[src/rtl/spi_pkg.sv]
// Shared types and constants for the SPI packet receiver.
package spi_pkg;

  localparam int PKT_BITS_DEF = 24;

  typedef struct packed {
    logic [7:0]  cmd;
    logic [15:0] arg;
  } pkt_t;

  typedef enum logic [1:0] {
    IDLE  = 2'd0,
    RECV  = 2'd1,
    CHECK = 2'd2
  } rx_state_t;

endpackage

[src/rtl/spi_sync.sv]
// Multi-flop pin synchronizer with one trailing flop for rise/fall detection.
// No reset on purpose: the chain keeps tracking the pin through a reset, so a
// pin that is already high when reset releases never shows up as a false rise.
module spi_sync #(
  parameter int STAGES = 2
) (
  input  logic clk,
  input  logic i_pin,
  output logic o_lvl,
  output logic o_rise,
  output logic o_fall
);

  logic [STAGES-1:0] r_sync;
  logic              r_prev;

  // Shift the raw pin through the synchronizer and keep the previous level.
  always_ff @(posedge clk) begin
    r_sync <= {r_sync[STAGES-2:0], i_pin};
    r_prev <= r_sync[STAGES-1];
  end

  assign o_lvl  = r_sync[STAGES-1];
  assign o_rise =  r_sync[STAGES-1] & ~r_prev;
  assign o_fall = ~r_sync[STAGES-1] &  r_prev;

endmodule

[src/rtl/spi_packet_rx.sv]
// SPI slave receiver: oversamples cs/sck/sdi, assembles MSB-first frames,
// checks length and hands good frames out over valid/ready.
// Optional echo of the last accepted frame on sdo: define SPI_RX_ECHO_EN.
module spi_packet_rx
  import spi_pkg::*;
#(
  parameter int PKT_BITS    = PKT_BITS_DEF,
  parameter int SYNC_STAGES = 2
) (
  input  logic                clk,
  input  logic                reset,
  input  logic                cs,
  input  logic                sck,
  input  logic                sdi,
  output logic                pkt_valid,
  output logic [PKT_BITS-1:0] pkt_data,
  input  logic                pkt_ready,
  output logic                frm_err,
  output logic                overrun
`ifdef SPI_RX_ECHO_EN
  ,
  output logic                sdo
`endif
);

  // Counter saturates one past a full frame so "exactly 24" and "more than 24" differ.
  localparam int             CW       = $clog2(PKT_BITS + 2);
  localparam logic [CW-1:0]  CNT_FULL = CW'(PKT_BITS);
  localparam logic [CW-1:0]  CNT_MAX  = CW'(PKT_BITS + 1);

  logic w_cs_s, w_cs_rise, w_cs_fall;
  logic w_sck_s, w_sck_rise, w_sck_fall;
  logic w_sdi_s, w_sdi_rise, w_sdi_fall;

  spi_sync #(.STAGES(SYNC_STAGES)) u_sync_cs (
    .clk(clk), .i_pin(cs), .o_lvl(w_cs_s), .o_rise(w_cs_rise), .o_fall(w_cs_fall));
  spi_sync #(.STAGES(SYNC_STAGES)) u_sync_sck (
    .clk(clk), .i_pin(sck), .o_lvl(w_sck_s), .o_rise(w_sck_rise), .o_fall(w_sck_fall));
  spi_sync #(.STAGES(SYNC_STAGES)) u_sync_sdi (
    .clk(clk), .i_pin(sdi), .o_lvl(w_sdi_s), .o_rise(w_sdi_rise), .o_fall(w_sdi_fall));

  logic w_unused_sync;
  assign w_unused_sync = ^{w_sck_s, w_sdi_rise, w_sdi_fall};

  rx_state_t             r_state, w_state_nxt;
  logic [PKT_BITS-1:0]   r_sreg;
  logic [CW-1:0]         r_cnt;
  logic                  r_pkt_valid;
  logic [PKT_BITS-1:0]   r_pkt_data;
  logic                  r_frm_err, r_overrun;
  logic                  w_clr, w_shift, w_load, w_ovr, w_err;

  // State register.
  always_ff @(posedge clk) begin
    if (!reset) r_state <= IDLE;
    else        r_state <= w_state_nxt;
  end

  // Next state and per-cycle actions; a shift and cs fall in the same cycle
  // both happen, so the last bit lands before CHECK looks at the count.
  always_comb begin
    w_state_nxt = r_state;
    w_clr       = 1'b0;
    w_shift     = 1'b0;
    w_load      = 1'b0;
    w_ovr       = 1'b0;
    w_err       = 1'b0;
    case (r_state)
      IDLE: begin
        if (w_cs_rise) begin
          w_clr       = 1'b1;
          w_state_nxt = RECV;
        end
      end
      RECV: begin
        w_shift = w_sck_rise;
        if (w_cs_fall) w_state_nxt = CHECK;
      end
      CHECK: begin
        if (r_cnt != CNT_FULL)              w_err  = 1'b1;
        else if (!r_pkt_valid || pkt_ready) w_load = 1'b1;
        else                                w_ovr  = 1'b1;
        w_state_nxt = IDLE;
      end
      default: w_state_nxt = IDLE;
    endcase
  end

  // Shift register and saturating bit counter.
  always_ff @(posedge clk) begin
    if (!reset) begin
      r_sreg <= '0;
      r_cnt  <= '0;
    end else if (w_clr) begin
      r_cnt  <= '0;
    end else if (w_shift) begin
      r_sreg <= {r_sreg[PKT_BITS-2:0], w_sdi_s};
      if (r_cnt != CNT_MAX) r_cnt <= r_cnt + CW'(1);
    end
  end

  // One-entry output buffer plus error/overrun pulses; a load in the same
  // cycle as a consume overrides the clear, giving back-to-back delivery.
  always_ff @(posedge clk) begin
    if (!reset) begin
      r_pkt_valid <= 1'b0;
      r_pkt_data  <= '0;
      r_frm_err   <= 1'b0;
      r_overrun   <= 1'b0;
    end else begin
      r_frm_err <= w_err;
      r_overrun <= w_ovr;
      if (r_pkt_valid && pkt_ready) r_pkt_valid <= 1'b0;
      if (w_load) begin
        r_pkt_valid <= 1'b1;
        r_pkt_data  <= r_sreg;
      end
    end
  end

  assign pkt_valid = r_pkt_valid;
  assign pkt_data  = r_pkt_data;
  assign frm_err   = r_frm_err;
  assign overrun   = r_overrun;

`ifdef SPI_RX_ECHO_EN
  logic [PKT_BITS-1:0] r_shadow, r_echo;
  logic                r_sdo;

  // Echo the last accepted frame: MSB on cs rise, next bit on each sck fall.
  always_ff @(posedge clk) begin
    if (!reset) begin
      r_shadow <= '0;
      r_echo   <= '0;
      r_sdo    <= 1'b0;
    end else begin
      if (w_load) r_shadow <= r_sreg;
      if (!w_cs_s) begin
        r_sdo <= 1'b0;
      end else if (w_cs_rise) begin
        r_echo <= r_shadow;
        r_sdo  <= r_shadow[PKT_BITS-1];
      end else if (w_sck_fall) begin
        r_echo <= {r_echo[PKT_BITS-2:0], 1'b0};
        r_sdo  <= r_echo[PKT_BITS-2];
      end
    end
  end

  assign sdo = r_sdo;
`else
  logic w_unused_echo;
  assign w_unused_echo = w_cs_s ^ w_sck_fall;
`endif

endmodule
[config.mk]
export PLATFORM = sky130hd
export DESIGN_NAME = spi_packet_rx
export DESIGN_NICKNAME = d
export VERILOG_FILES = /design/src/rtl/spi_pkg.sv /design/src/rtl/spi_sync.sv /design/src/rtl/spi_packet_rx.sv
export SDC_FILE = /design/constraint.sdc
export NUM_CORES = 1
export LEC_CHECK = 0
export CORE_AREA = 4 4 85 87
export DETAILED_ROUTE_END_ITERATION = 12
export DIE_AREA = 0 0 89 91
export PLACE_DENSITY = 0.62
export SKIP_CTS_REPAIR_TIMING = 1
export SYNTH_ARGS = -nofsm -noshare
export SYNTH_HDL_FRONTEND = slang
export SYNTH_SLANG_ARGS = --single-unit
[constraint.sdc]
create_clock -name clk -period 2.9 [get_ports clk]
set_clock_uncertainty 0.15 [all_clocks]
set_input_delay 0.29 -clock clk [delete_from_list [all_inputs] [get_ports clk]]
set_output_delay 0.29 -clock clk [all_outputs]
set_load 0.01 [all_outputs]
==> results.tsv <==
stage	metric	value	unit
logic_synthesis	mappedNetlistArea	0.002522	sq mm
sta	whs	0.1766	ns
clock_network	max-clock-path-buffers	2	
worst_setup_path	worstPathArrival	1.96	ns
clock_network	cts-buffers-inserted	9	
detailed_routing	drc	0	
clock_network	ctsRootBufferMaster	clkbuf_8	
layout	regArea	0.001321	sq mm
worst_setup_path	worstSetupEndpointType	flip-flop	
floorplan	die_w	89	um
clock_network	cts_tree	built	
logic_synthesis	seq_area_frac_synth	0.5238	
pwr	powerDensity	561.3	mW/mm^2
detailed_routing	via_per_inst	4.664	
layout	multi_input_area	0.001094	sq mm
floorplan	start_util	0.3972	
sta	min_period	1.855	ns
logic_synthesis	synth_largest_area_cell	dfxtp_1	
layout	drive_above_1_share	0.07895	
global_routing	grt_pass1_wl	7.493	mm
worst_setup_path	cp_slowest_stage_delay	0.40	ns
clock_network	htree_levels	3	
pwr	ir_drop	0.3931	mV
pwr	fin_total_pwr	0.001733	W
place	finalWeightedCongestion	0.7422	
worst_setup_path	crit_type	flip-flop to flip-flop	
logic_synthesis	yosys-top-cells-area	dfxtp_1 52%, nand2_1 14%, mux2i_1 10%	
global_routing	grt_usage	0.1191	
logic_synthesis	ys_ff_latch	66	
logic_synthesis	netlist_instances	269	
run	maxCapViolations	0	
worst_setup_path	crit_required	3.01	ns
logic_synthesis	synth.most_common_cell	nand2_1	
logic_synthesis	synth.distinct_cells	31	
floorplan	coreArea	0.006350	sq mm
clock_network	cts_sinks	66	
pwr	p_leak	1.032	nW
detailed_routing	finalWirelength	4.366	mm
logic_synthesis	avgSynthCellArea	9.377	sq um
sta	finalHoldViolCount	0	
detailed_routing	ant_nets	0	
place	dpl.hpwl	2.733	mm
logic_synthesis	yosys_warnings	0	
layout	area_growth	22.42	%
floorplan	rows	29	
layout	fill_cells	615	
sta	setup-violations-final	0	
worst_setup_path	cpLargestDelayFamily	buffers and inverters	
worst_setup_path	crit_fanout	24	
floorplan	die_h	91	um
worst_setup_path	cp_num_buf_inv	2	
outcome	status	complete, no violations	
worst_setup_path	start_kind	flip-flop	
sta	worstMarginPinSlew	0.7163	ns
place	placedInstanceArea	0.002884	sq mm
layout	fin_area	0.003088	sq mm
worst_setup_path	slowest_stage	buf_4	
sta	rsz0062_at_grt	no	
place	io_buffers	32	
detailed_routing	wl_per_cell	11.46	um
sta	relSlewSlack	0.5224	
logic_synthesis	yosysTopAreaCellShare	0.5238	
detailed_routing	firstDrtPassIters	4	
layout	final_nets	308	
layout	diodes	0	
sta	period_share	0.6396	
logic_synthesis	synth-async-reset-ratio	0	
detailed_routing	num_vias	1777	
logic_synthesis	yosys-top-cells-count	97 x nand2_1, 66 x dfxtp_1, 26 x mux2i_1	
sta	finalSetupTns	0	ns
logic_synthesis	synth-main-ff-cell	dfxtp_1	
global_routing	grt_overflow	0	
global_routing	antenna_found_initial	0	
layout	final_util	0.4863	
detailed_routing	drt-initial-drc-count	106	
clock_network	worstSkewPairLatency	0.33	ns
sta	fmax	0.5391	GHz
sta	final_max_slew_viol_count	0	
floorplan	dieArea	0.008099	sq mm
floorplan	ios	33	
global_routing	grt_pass1_vias	1612	
logic_synthesis	synth_nets	278	
logic_synthesis	synth_edf_count	0	
worst_setup_path	crit_chain	inv_1 > ha_1 > nand4b_4 > nor3_4 > buf_4 > mux2i_1	
clock_network	clkTransAtPathRegs	0.07	ns
worst_hold_path	hp-class	flip-flop to flip-flop	
global_routing	grt_max_degree	52	
## report_power, final
group / total (W) / internal [W] / switching (W)
Sequential: 0.000919 / 0.000914 / 0.00000502
Clock: 0.000771 / 0.000439 / 0.000332
Combinational: 0.0000431 / 0.0000180 / 0.0000251
Total: 0.00173 / 0.00137 / 0.000362
## cell usage in the layout (no fill, tap or decap), types with 2 or more instances in the layout
cell              n
nand2_1          97
dfxtp_1          66
clkdlybuf4s50_1  31
mux2i_1          26
a21boi_1         24
clkbuf_8         11
inv_1             4
nand3_1           4
o21ai_0           3
a21oi_1           3
ha_1              3
clkinv_2          3
buf_4             3
nand3b_1          2
nand4_1           2
nor2_1            2
nand4b_1          2
## stage by stage
| stage | setup WS [ns] | instances |
|---|---|---|
| 6_report | 1.045 | 381 |
| 5_1_grt | 0.8534 | 381 |
| 4_1_cts | 1.020 | 381 |
| 3_5_place_dp | 1.020 | 365 |
| 3_3_place_gp | 1.074 | 365 |
| 2_1_floorplan | 1.226 | 269 |
## state kept, by name (all words and copies together), names as in the netlist, 2 cells and up
| name | flops |
|---|---|
| r_cnt | 5 |
| u_sync_cs.r_sync | 2 |
| r_state | 2 |
| pkt_data | 24 |
| u_sync_sck.r_sync | 2 |
| u_sync_sdi.r_sync | 2 |
| r_sreg | 24 |
## worst paths after layout
| path | from | to | slack [ns] | cells after the start |
|---|---|---|---|---|
| max | r_cnt[0]$_SDFFE_PP0P_ | pkt_data[6]$_SDFFE_PN0P_ | 1.05 | 6 |
| min | u_sync_cs.r_sync[0]$_DFF_P_ | u_sync_cs.r_sync[1]$_DFF_P_ | 0.18 | 0 |
| max reg2reg | r_cnt[0]$_SDFFE_PP0P_ | pkt_data[6]$_SDFFE_PN0P_ | 1.05 | 6 |
| min reg2reg | u_sync_cs.r_sync[0]$_DFF_P_ | u_sync_cs.r_sync[1]$_DFF_P_ | 0.18 | 0 |
## per-layer routing
layer / routed length, um / GRT usage / up-vias / share of wire
met3: 183 / 0.03801 / 10 / 0.042
met4: 108 / 0.07072 / 0 / 0.025
li1: - / - / 952 / -
met2: 1767 / 0.1634 / 29 / 0.40
met1: 2307 / 0.1616 / 786 / 0.53
met5: 0 / 0 / - / 0
## kinds of logic (layout without fill, tap and decap cells)
logic type / count (synthesis) / in the layout / share of synthesized area
buffers and inverters: 21 / 56 / 0.04265
AND/OR/NAND/NOR: 121 / 121 / 0.2252
flip-flops: 66 / 66 / 0.5238
AO/OA/AOI/OAI: 31 / 31 / 0.08631
multiplexers: 26 / 26 / 0.1032
adder cells (fa/ha/maj): 4 / 4 / 0.01885
## worst reg2reg max path, delay by kind of cell, from the launching register on
kind | cells | cell delay [ns]
buf+inv | 2 | 0.49
flops | 1 | 0.36
simple gates | 2 | 0.34
mux | 1 | 0.25
fa+ha+maj | 1 | 0.20
## area by class of cell
class,instances,share of cell area
clock buffers,11,0.04903
clock inverters,5,0.01702
inverters,4,0.004862
multi-input cells,182,0.3541
flip-flops and latches,66,0.4279
well taps,77,0.03120
repair buffers,36,0.1159
Note: power is estimated with default switching activity, not from simulation.
